==> config.mk <==
export PLATFORM = sky130hd
export DESIGN_NAME = mem_march_bist
export DESIGN_NICKNAME = d
export VERILOG_FILES = /design/src/rtl/mem_march_bist.sv
export SDC_FILE = /design/constraint.sdc
export NUM_CORES = 1
export LEC_CHECK = 0
export ABC_CLOCK_PERIOD_IN_PS = 6100
export CAP_MARGIN = 20
export CELL_PAD_IN_SITES_DETAIL_PLACEMENT = 1
export CELL_PAD_IN_SITES_GLOBAL_PLACEMENT = 2
export CORE_MARGIN = 1
export CORE_UTILIZATION = 32
export CTS_CLUSTER_DIAMETER = 30
export CTS_CLUSTER_SIZE = 16
export DETAILED_ROUTE_END_ITERATION = 10
export PLACE_DENSITY_LB_ADDON = 0.1
export SETUP_SLACK_MARGIN = 0.2
export SYNTH_ARGS = -nofsm -noshare
export SYNTH_HDL_FRONTEND = slang
export SYNTH_SLANG_ARGS = --single-unit
==> constraint.sdc <==
create_clock -name clk -period 6.1 [get_ports clk]
set_clock_uncertainty 0.2 [all_clocks]
set_input_delay 0.61 -clock clk [delete_from_list [all_inputs] [get_ports clk]]
set_output_delay 0.61 -clock clk [all_outputs]
set_load 0.03 [all_outputs]
==> src/rtl/mem_march_bist.sv <==
// March C- style BIST controller for a single-port RAM with registered read data.
// Walks four march elements over the RAM and records pass/fail, the first miscompare and a saturating error count.
module mem_march_bist #(
  parameter int DATA_WIDTH = 8,
  parameter int ADDR_WIDTH = 6,
  parameter int ERR_W      = 8
) (
  input  logic                  clk,
  input  logic                  rst_n,
  input  logic                  start,
  output logic [DATA_WIDTH-1:0] mem_data,
  output logic [ADDR_WIDTH-1:0] mem_addr,
  output logic                  mem_we,
  input  logic [DATA_WIDTH-1:0] mem_q,
  output logic                  busy,
  output logic                  done,
  output logic                  pass,
  output logic [ADDR_WIDTH-1:0] fail_addr,
  output logic [DATA_WIDTH-1:0] fail_data,
  output logic [1:0]            fail_elem,
  output logic [ERR_W-1:0]      err_count
);

  typedef enum logic [3:0] {
    IDLE, M0_W, M1_R, M1_W, M2_R, M2_W, M3_R, M3_C, DONE
  } state_t;

  state_t                state_q, state_d;
  logic [ADDR_WIDTH-1:0] addr_q, addr_d;
  logic [DATA_WIDTH-1:0] mem_data_q, mem_data_d;
  logic                  mem_we_q, mem_we_d;
  logic                  busy_q, busy_d;
  logic                  done_q, done_d;
  logic                  pass_q, pass_d;
  logic [ADDR_WIDTH-1:0] fail_addr_q, fail_addr_d;
  logic [DATA_WIDTH-1:0] fail_data_q, fail_data_d;
  logic [1:0]            fail_elem_q, fail_elem_d;
  logic [ERR_W-1:0]      err_count_q, err_count_d;

  logic                  cmp_en;
  logic [DATA_WIDTH-1:0] cmp_exp;
  logic [1:0]            cmp_elem;

  always_comb begin
    state_d     = state_q;
    addr_d      = addr_q;
    busy_d      = busy_q;
    done_d      = done_q;
    pass_d      = pass_q;
    fail_addr_d = fail_addr_q;
    fail_data_d = fail_data_q;
    fail_elem_d = fail_elem_q;
    err_count_d = err_count_q;
    cmp_en      = 1'b0;
    cmp_exp     = '0;
    cmp_elem    = 2'd0;

    unique case (state_q)
      IDLE, DONE: begin
        if (start) begin
          state_d     = M0_W;
          addr_d      = '0;
          busy_d      = 1'b1;
          done_d      = 1'b0;
          pass_d      = 1'b0;
          fail_addr_d = '0;
          fail_data_d = '0;
          fail_elem_d = 2'd0;
          err_count_d = '0;
        end
      end
      M0_W: begin
        if (addr_q == '1) state_d = M1_R;
        addr_d = addr_q + ADDR_WIDTH'(1);
      end
      M1_R: state_d = M1_W;
      M1_W: begin
        cmp_en   = 1'b1;
        cmp_elem = 2'd1;
        // The last ascending address is also the first descending one, so it is held.
        if (addr_q == '1) begin
          state_d = M2_R;
        end else begin
          state_d = M1_R;
          addr_d  = addr_q + ADDR_WIDTH'(1);
        end
      end
      M2_R: state_d = M2_W;
      M2_W: begin
        cmp_en   = 1'b1;
        cmp_exp  = '1;
        cmp_elem = 2'd2;
        if (addr_q == '0) begin
          state_d = M3_R;
        end else begin
          state_d = M2_R;
          addr_d  = addr_q - ADDR_WIDTH'(1);
        end
      end
      M3_R: state_d = M3_C;
      M3_C: begin
        cmp_en   = 1'b1;
        cmp_elem = 2'd3;
        if (addr_q == '1) begin
          state_d = DONE;
          busy_d  = 1'b0;
          done_d  = 1'b1;
        end else begin
          state_d = M3_R;
        end
        addr_d = addr_q + ADDR_WIDTH'(1);
      end
      default: state_d = IDLE;
    endcase

    // A zero count means no miscompare has been seen yet in this run.
    if (cmp_en && (mem_q != cmp_exp)) begin
      if (err_count_q == '0) begin
        fail_addr_d = addr_q;
        fail_data_d = mem_q;
        fail_elem_d = cmp_elem;
      end
      if (err_count_q != '1) err_count_d = err_count_q + ERR_W'(1);
    end

    if (state_q == M3_C && addr_q == '1) pass_d = (err_count_d == '0);

    mem_we_d   = (state_d == M0_W) || (state_d == M1_W) || (state_d == M2_W);
    mem_data_d = (state_d == M1_W) ? '1 : '0;
  end

  always_ff @(posedge clk or negedge rst_n) begin
    if (!rst_n) begin
      state_q     <= IDLE;
      addr_q      <= '0;
      mem_data_q  <= '0;
      mem_we_q    <= 1'b0;
      busy_q      <= 1'b0;
      done_q      <= 1'b0;
      pass_q      <= 1'b0;
      fail_addr_q <= '0;
      fail_data_q <= '0;
      fail_elem_q <= 2'd0;
      err_count_q <= '0;
    end else begin
      state_q     <= state_d;
      addr_q      <= addr_d;
      mem_data_q  <= mem_data_d;
      mem_we_q    <= mem_we_d;
      busy_q      <= busy_d;
      done_q      <= done_d;
      pass_q      <= pass_d;
      fail_addr_q <= fail_addr_d;
      fail_data_q <= fail_data_d;
      fail_elem_q <= fail_elem_d;
      err_count_q <= err_count_d;
    end
  end

  assign mem_data  = mem_data_q;
  assign mem_addr  = addr_q;
  assign mem_we    = mem_we_q;
  assign busy      = busy_q;
  assign done      = done_q;
  assign pass      = pass_q;
  assign fail_addr = fail_addr_q;
  assign fail_data = fail_data_q;
  assign fail_elem = fail_elem_q;
  assign err_count = err_count_q;

endmodule
==> metrics.csv <==
stage,metric,value,unit
timing,RSZ-0062 raised after global routing,no,
worst_setup_path,Worst setup endpoint,pass,
clock_tree,Clock Tree Root,clkbuf_8,
layout,storage element area,976,sq um
drt,DR vias/cell,5.19,
global_routing,grt total ovfl,0,
synth,number of synthesized register bits,39,
timing,final hold violations,0,
worst_setup_path,Worst Path Required,6100,ps
layout,fillers,809,
layout,synth-to-layout area growth,28.1,%
synth,register area share after synthesis,0.435,
clock_tree,CTS Hold Bufs,0,
clock_tree,Post-CTS Setup Inserts,0,
clock_tree,clk slew on worst S/H paths,90,ps
timing,Final Critical Period,3280,ps
run,Max Cap Viol,0,
synth,Synth Warn #,0,
worst_setup_path,cells on worst reg2reg path,6,
min_path,hold crit path type,input port to asynchronous set/reset pin,
drt,First DRT Iteration DRCs,91,
layout,final non-filler cell total,390,
floorplan,Initial Util,0.330,
synth,Most used DFF post-synth,dfrtp_1,
drt,Final ANT Viol Nets,0,
place,placed cells,382,
timing,endpoints failing setup,0,
synth,Syn Nets,271,
power_and_ir_drop,Power Density,444,nW/um^2
worst_setup_path,CP endpoint kind,register,
global_routing,number of global-route vias before repair,1996,
timing,setup_tns,0,ps
worst_setup_path,Reg2Reg Capture Point,pass,
clock_tree,clk_lat worst skew,300,ps
drt,Routed WL per cell,15.4,um
global_routing,largest net degree at the start of global routing,40,
worst_setup_path,crit start category,input port,
layout,n_diodes,0,
layout,nets,308,
global_routing,first-pass GRT wire length,10.0,mm
synth,"EDFF count, synth",0,
layout,share of layout cells above drive strength 1,0.0782,
timing,Max Clock Freq,305,MHz
synth,Post-synth ARST share,1.00,
clock_tree,clock sinks,39,
worst_setup_path,reg2reg setup slack,3040,ps
floorplan,I/O pin count,53,
timing,worst-margin pin slew,919,ps
timing,hold_ws,236,ps
clock_tree,# H-tree levels,2,
clock_tree,CTS buffer count,5,
floorplan,Die Area,7350,sq um
power_and_ir_drop,VDD IR-drop max,214,uV
synth,Mapped Area,2240,sq um
drt,DRT Pass-1 Iters,4,
place,PortBufs,52,
synth,Avg Inst Size Synth,8.76,sq um
clock_tree,CTS tree,yes,
synth,"Distinct cells, synth",52,
timing,fin crit share,0.537,
place,Final HPWL DP,4.29,mm
global_routing,antenna violations before repair,0,
power_and_ir_drop,leakage power,1.14,nW
clock_tree,post-CTS sizing,0,
status,status,"complete, no violations",
floorplan,Core ar.,6790,sq um
worst_setup_path,crit path max fanout,5,
drt,DR DRC count,0,
synth,cells after synthesis,256,
timing,worst rel slew slack,0.387,
worst_setup_path,FF-to-FF Start,state_q[0],
clock_tree,Longest Clk Path Bufs,2,
global_routing,total track usage,0.174,
worst_setup_path,Setup crit start,mem_q[0],
worst_setup_path,critical path class,input port to register,
drt,DR vias,2023,
layout,Multi-input gate area,1110,sq um
floorplan,DIE WIDTH,85.7,um
place,routability congestion estimate,0.758,
worst_setup_path,CP Data Arrival Time,3280,ps
floorplan,die span in y,85.7,um
floorplan,FP Rows,30,
timing,max-slew violation count,0,
power_and_ir_drop,Final Power,0.00127,W
drt,drt total wl,6.01,mm
## logic make-up (layout without fill, tap and decap cells)
group,count (synthesis),in the layout,synth area share
and+or+nand+nor,110,110,0.248
AOI/OAI and AO/OA,64,64,0.189
buffers and inverters,31,69,0.0719
DFF,39,39,0.435
xor gates and xnor gates,4,4,0.0156
adders and majority gates,4,4,0.0223
muxes,4,4,0.0184
## metal layers
metal,vias up,track usage,part of all wire
li1,991,-,-
met2,33,0.283,0.47
met3,6,0.0327,0.028
met1,993,0.237,0.49
met4,0,0.0500,0.012
met5,-,0,0
## power by group
part	leakage (nW)	total [W]	internal, W	switching (W)
Sequential	0.514	0.000436	0.000327	0.000109
Clock	0.0581	0.000222	0.000122	0.000100
Combinational	0.572	0.000616	0.000252	0.000365
Total	1.14	0.00127	0.000701	0.000574
## sequential cells by signal, summed over array words and instances (netlist names)
name	count
fail_addr	6
busy	1
mem_we	1
err_count	8
pass	1
fail_data	8
state_q	4
fail_elem	2
mem_addr	6
mem_data	1
done	1
## final cells by class
class                           instances  share of cell area
Inverter                                8              0.0105
Sequential cell                        39               0.340
Timing Repair Buffer                   53               0.182
Clock inverter                          3              0.0152
Multi-Input combinational cell        186               0.387
Tap cell                               96              0.0418
Clock buffer                            5              0.0240
## synthesized netlist by cell type (2+ instances only)
library cell / number / share of area
nor3_1: 5 / 0.011
a311o_1: 2 / 0.0089
o2111a_1: 2 / 0.010
a21oi_1: 6 / 0.013
buf_2: 3 / 0.0067
clkbuf_1: 11 / 0.018
nand2_1: 45 / 0.075
xor2_1: 3 / 0.012
buf_4: 7 / 0.023
nor2b_1: 2 / 0.0056
a31oi_1: 3 / 0.0084
nand3_1: 16 / 0.036
buf_6: 2 / 0.010
o21ai_0: 27 / 0.060
nand4_1: 5 / 0.014
o22a_1: 2 / 0.0078
inv_1: 8 / 0.013
nor2_1: 11 / 0.018
or4_4: 2 / 0.010
a21o_1: 2 / 0.0067
mux2i_1: 3 / 0.013
a211oi_1: 2 / 0.0067
or3_1: 7 / 0.020
ha_1: 4 / 0.022
nor4_1: 7 / 0.020
dfrtp_1: 39 / 0.44
nand3b_1: 2 / 0.0067
o21a_1: 2 / 0.0067
o31ai_1: 3 / 0.010
## per-stage QoR
| stage | setup WS [ps] | utilization | cell area, sq um |
|---|---|---|---|
| after detailed placement | 2490 | 0.406 | 2760 |
| after floorplan | 3260 | - | 2240 |
| after global placement | 2560 | 0.406 | 2760 |
| after CTS | 2770 | 0.423 | 2870 |
| final | 2820 | 0.423 | 2870 |
| after global routing | 2720 | 0.423 | 2870 |
## critical path: stages
cell and delay (ps):
clkdlybuf4s50_1 440, nor4_1 560, a21o_1 290, a211oi_1 100, or4_4 540, or4_4 500, o31ai_2 240
## worst min-delay path by stage
stage,to,cells after the start
after floorplan,busy,0
after global placement,done,2
after detailed placement,done,2
after CTS,fail_data[2],1
after global routing,fail_data[2],1
final,fail_data[2],1
## layout by cell type, fill, tap and decap left out, types with 2 or more instances in the layout
| cell type | netlist | layout |
|---|---|---|
| nand2_1 | 45 | 45 |
| nand4_1 | 5 | 5 |
| a311o_1 | 2 | 2 |
| clkdlybuf4s50_1 | 0 | 51 |
| o22a_1 | 2 | 2 |
| nand3_1 | 16 | 16 |
| a21o_1 | 2 | 2 |
| mux2i_1 | 3 | 3 |
| o2111a_1 | 2 | 2 |
| nor3_1 | 5 | 4 |
| xor2_1 | 3 | 3 |
| inv_1 | 8 | 8 |
| nor2b_1 | 2 | 2 |
| o21a_1 | 2 | 2 |
| a211oi_1 | 2 | 2 |
| clkbuf_8 | 0 | 5 |
| o21ai_0 | 27 | 27 |
| nor2_1 | 11 | 11 |
| dfrtp_1 | 39 | 39 |
| nand3b_1 | 2 | 2 |
| nor4_1 | 7 | 7 |
| a21oi_1 | 6 | 6 |
| or4_4 | 2 | 2 |
| or3_1 | 7 | 7 |
| ha_1 | 4 | 4 |
| o31ai_1 | 3 | 3 |
| a31oi_1 | 3 | 3 |
Note: power is estimated with default switching activity, not from simulation.
